`src/rtl/cdc_in_event_fifo.sv`:
```
// ============================================================================
// Module  : cdc_in_event_fifo
// Brief   : Event-byte FIFO feeding the USB CDC IN path; flushes while the
//           device is unconfigured and counts overflow drops.
//           CDC_IN_EVENT_FIFO_OVF_MARK_EN inserts a '!' marker after overflow.
// Revision: 1.0 - initial release
// ============================================================================
`default_nettype none

module cdc_in_event_fifo #(
    parameter int DEPTH      = 16,
    parameter int DROP_CNT_W = 8
) (
    input  logic                       clk_i,
    input  logic                       rst_i,
    input  logic [7:0]                 ev_data_i,
    input  logic                       ev_valid_i,
    output logic                       ev_ready_o,
    output logic [7:0]                 in_data_o,
    output logic                       in_valid_o,
    input  logic                       in_ready_i,
    input  logic                       usb_configured_i,
    output logic [$clog2(DEPTH):0]     level_o,
    output logic [DROP_CNT_W-1:0]      drop_cnt_o
);

    localparam int PTR_W = $clog2(DEPTH);
    localparam int CNT_W = PTR_W + 1;
    localparam logic [CNT_W-1:0] FULL_COUNT = CNT_W'(DEPTH);
    localparam logic [7:0] MARK_BYTE = 8'h21;

    logic [7:0]            mem [DEPTH];
    logic [PTR_W-1:0]      wr_ptr;
    logic [PTR_W-1:0]      rd_ptr;
    logic [CNT_W-1:0]      count;
    logic [DROP_CNT_W-1:0] drop_cnt;

    logic pop;
    logic room;
    logic push;
    logic drop;
    logic ovf_pending;
    logic mark_write;
    logic wr_en;
    logic [7:0] wr_byte;

    assign pop        = (count != '0) && in_ready_i;
    assign room       = (count < FULL_COUNT) || pop;
    assign ev_ready_o = usb_configured_i && !ovf_pending && room;
    assign push       = ev_valid_i && ev_ready_o;
    assign drop       = ev_valid_i && !ev_ready_o && usb_configured_i;

`ifdef CDC_IN_EVENT_FIFO_OVF_MARK_EN
    // Marker takes the first free slot after a drop; drops during that
    // very cycle are counted but must not start a new episode.
    assign mark_write = usb_configured_i && ovf_pending && room;

    always_ff @(posedge clk_i) begin
        if (rst_i || !usb_configured_i) begin
            ovf_pending <= 1'b0;
        end else if (mark_write) begin
            ovf_pending <= 1'b0;
        end else if (drop) begin
            ovf_pending <= 1'b1;
        end
    end
`else
    assign mark_write  = 1'b0;
    assign ovf_pending = 1'b0;
`endif

    assign wr_en   = push || mark_write;
    assign wr_byte = mark_write ? MARK_BYTE : ev_data_i;

    always_ff @(posedge clk_i) begin
        if (wr_en) begin
            mem[wr_ptr] <= wr_byte;
        end
    end

    always_ff @(posedge clk_i) begin
        if (rst_i || !usb_configured_i) begin
            wr_ptr <= '0;
            rd_ptr <= '0;
            count  <= '0;
        end else begin
            if (wr_en) begin
                wr_ptr <= wr_ptr + PTR_W'(1);
            end
            if (pop) begin
                rd_ptr <= rd_ptr + PTR_W'(1);
            end
            case ({wr_en, pop})
                2'b10:   count <= count + CNT_W'(1);
                2'b01:   count <= count - CNT_W'(1);
                default: count <= count;
            endcase
        end
    end

    // Drop counter survives unconfiguration; only reset clears it.
    always_ff @(posedge clk_i) begin
        if (rst_i) begin
            drop_cnt <= '0;
        end else if (drop && (drop_cnt != '1)) begin
            drop_cnt <= drop_cnt + DROP_CNT_W'(1);
        end
    end

    assign in_valid_o = (count != '0);
    assign in_data_o  = mem[rd_ptr];
    assign level_o    = count;
    assign drop_cnt_o = drop_cnt;

endmodule

`default_nettype wire

```
`config.mk`:
```
export PLATFORM = sky130hd
export DESIGN_NAME = cdc_in_event_fifo
export DESIGN_NICKNAME = d
export VERILOG_FILES = /design/src/rtl/cdc_in_event_fifo.sv
export SDC_FILE = /design/constraint.sdc
export NUM_CORES = 1
export LEC_CHECK = 0
export CORE_MARGIN = 1
export CORE_UTILIZATION = 56
export DETAILED_ROUTE_END_ITERATION = 10
export PLACE_DENSITY = 0.74
export SLEW_MARGIN = 20
export SYNTH_ARGS = -nofsm -noshare
export SYNTH_HDL_FRONTEND = slang
export SYNTH_SLANG_ARGS = --single-unit
```
`constraint.sdc`:
```
create_clock -name clk_i -period 6.8 [get_ports clk_i]
set_input_delay 1.36 -clock clk_i [delete_from_list [all_inputs] [get_ports clk_i]]
set_output_delay 1.36 -clock clk_i [all_outputs]
set_load 0.02 [all_outputs]
```
==> impl_metrics.yaml <==
sta:
  setup_viol: 0
  finClkSkew_ns: 0.0145
  max-slew-margin-rel_pct: 25.0
  worst_pin_slew_ns: 1.12
  timing_hold_violations_final: 0
  post-route-period-util_pct: 67.7
  fin_setup_tns_ns: 0
  min_period_ns: 4.61
  slew_violations: 0
  max_freq_mhz: 217
  setup_ws_ns: 2.19
  rsz0062_at_grt: "false"
  hold_ws_ns: 0.514
detailed_routing:
  drtPass1Iterations: 4
  routed_wl_um: 11700
  vias_per_cell: 5.91
  drcViolationCount: 0
  wl_per_cell_um: 21.9
  num_vias: 3175
  drt-initial-drc-count: 183
  ant_nets: 0
clock_network:
  cts_hold_buf: 0
  cts_sinks: 153
  post_cts_resized: 0
  clkSlewWorstSetupHoldPaths_ns: 0.06
  cts-buffers-inserted: 17
  cts-root-buf: "clkbuf_8"
  clock_path_buffers: 2
  cts_setup_buffers: 0
  cts_tree: "done"
  clock_latency_ns: 0.53
  cts-htree-levels: 4
floorplanning:
  initial_utilization_pct: 57.6
  die_w_um: 108
  die-area_mm2: 0.0116
  die_h_um: 108
  pin_count: 36
  rows: 38
  core_area_mm2: 0.0109
layout:
  postLayoutCellArea_mm2: 0.00731
  fin_nets: 406
  finalCoreUtilization_pct: 67.1
  antenna_cells: 0
  regArea_mm2: 0.00435
  multi_input_area_mm2: 0.00180
  instances_no_fill: 537
  syn2layout_area_growth_pct: 16.5
  n_fill_cell: 714
  final_layout_size_suffix_gt1_share_pct: 13.9
placement:
  place.gp.congestion: 0.743
  pre_cts_slack_ns: 2.68
  portBuffers: 35
  dp_hpwl_um: 6870
  placed_cells: 505
  place_area_mm2: 0.00671
hold_path:
  holdCritPathClass: "reg -> reg"
  min_to: "rd_ptr[3]"
  min_delay_path_depth: 2
  hold_start: "rd_ptr[3]"
setup_path:
  path_cells: "mux4_1, mux4_2, clkdlybuf4s50_1"
  path_delay_family: "multiplexers"
  required_ns: 5.44
  r2r-start: "level_o[2]"
  r2r.worst_path.cells: 9
  cp_max_fo: 32
  critPathCaptureType: "primary output"
  ff2ff_setup_slack_ns: 4.03
  cp.arrival_ns: 3.25
  worstReg2RegEnd: "level_o[4]"
  crit_type: "reg -> out"
  cp_slowest_stage_delay_ns: 0.98
  cp_slowest_cell: "dfxtp_2"
  cp-start-kind: "register"
  critPathBufInv: 1
yosys:
  synth_edf_count: 128
  ys_seq_area_share_pct: 69.3
  ys_warn_count: 0
  async_reset_ff_share_pct: 0
  yosys-top-cells-area: "edfxtp_1 (61%), mux4_1 (10%), dfxtp_1 (8.0%), mux4_2 (5.7%), nor2_1 (2.1%)"
  yosysTopAreaCellShare_pct: 61.3
  syn_inst: 346
  ys_types: 38
  yosys.area.top_type: "edfxtp_1"
  syn_nets: 368
  synth.ff_latch_count: 153
  syn-cell-area_mm2: 0.00627
  syn_area_per_cell_um2: 18.1
  synth_ff_type: "edfxtp_1"
pwr:
  power.density_mw_per_mm2: 275
  p_leak_nw: 2.37
  ir_worst_vdd_mv: 0.141
  power_mw: 2.01
global_routing:
  grt_pass1_vias: 3227
  grt_max_degree: 33
  grtUsageTotal_pct: 22.6
  grt-ovfl-total: 0
  grt_pass1_wl_um: 18000
  grt_antenna_before_repair: 0
flow_run:
  drv_cap: 0
outcome:
  outcome: "finished, final reports clean"
[cell usage in the layout, fill, tap and decap left out, types with 6 or more instances in the layout]
master	n
clkbuf_16	16
clkdlybuf4s50_1	35
dfxtp_1	23
edfxtp_1	128
ha_1	9
inv_1	6
mux4_1	24
mux4_2	16
nand2_1	12
nand2b_1	6
nand3_1	8
nor2_1	34
nor3_1	8
xnor2_1	7
xor2_1	7
[worst max path at each step]
stage | slack, ns | to | cells past startpoint | from
6_report | 2.19 | in_data_o[7] | 3 | register
5_1_grt | 2.02 | in_data_o[7] | 3 | register
4_1_cts | 2.11 | in_data_o[7] | 3 | register
3_5_place_dp | 2.68 | level_o[4] | 11 | in_ready_i
3_3_place_gp | 2.72 | in_data_o[7] | 3 | register
2_1_floorplan | 3.36 | level_o[4] | 11 | in_ready_i
[worst min-delay path, stage by stage (launching register included)]
cell     delay, ns
dfxtp_1       0.33
xor2_1        0.08
nor2_1        0.07
[flip-flops by register name (all words and copies together), names as in the netlist, named ones only]
register	flops
drop_cnt_o	8
level_o	5
wr_ptr	4
mem	128
rd_ptr	4
[power breakdown]
| group | total [mW] | switching (mW) | leakage [nW] | internal [mW] |
|---|---|---|---|---|
| sequential | 1.02 | 0.00457 | 1.36 | 1.02 |
| clock | 0.924 | 0.363 | 0.281 | 0.561 |
| combinational | 0.0623 | 0.0337 | 0.729 | 0.0286 |
| total | 2.01 | 0.402 | 2.37 | 1.61 |
[metal layers]
metal	global-route usage, %	wire length, um
met3	6.36	596
met1	28.6	4860
met5	0	0
met2	37.2	6200
met4	8.22	91
[cell families (layout without fill, tap and decap cells)]
group / Yosys count / count (layout) / share of synthesized area (%)
compound gates: 16 / 16 / 1.84
xor+xnor: 14 / 14 / 1.96
fa+ha+maj: 9 / 9 / 1.80
buf+inv: 24 / 75 / 2.17
flops: 153 / 153 / 69.3
mux: 45 / 45 / 16.6
simple gates: 85 / 85 / 6.37
[cell type report]
cell class              count  area share [%]
clock inverters            14            2.40
well taps                 140            2.40
clock buffers              18            5.72
repair buffers             37            5.00
multi-input cells         169            24.7
inverters                   6           0.308
flip-flops and latches    153            59.5
[cell usage after synthesis, types with 3 or more instances]
cell type    n
mux4_1      24
xor2_1       7
ha_1         9
o21ai_0      4
edfxtp_1   128
nand2_1     12
mux2i_1      5
dfxtp_1     25
buf_1        5
mux4_2      16
inv_1        6
xnor2_1      7
nor2_1      35
nand3_1      8
a21oi_1      4
or3_1        3
nand2b_1     6
clkbuf_1     9
nor3_1      10
Power figures use the tool's default switching activity.
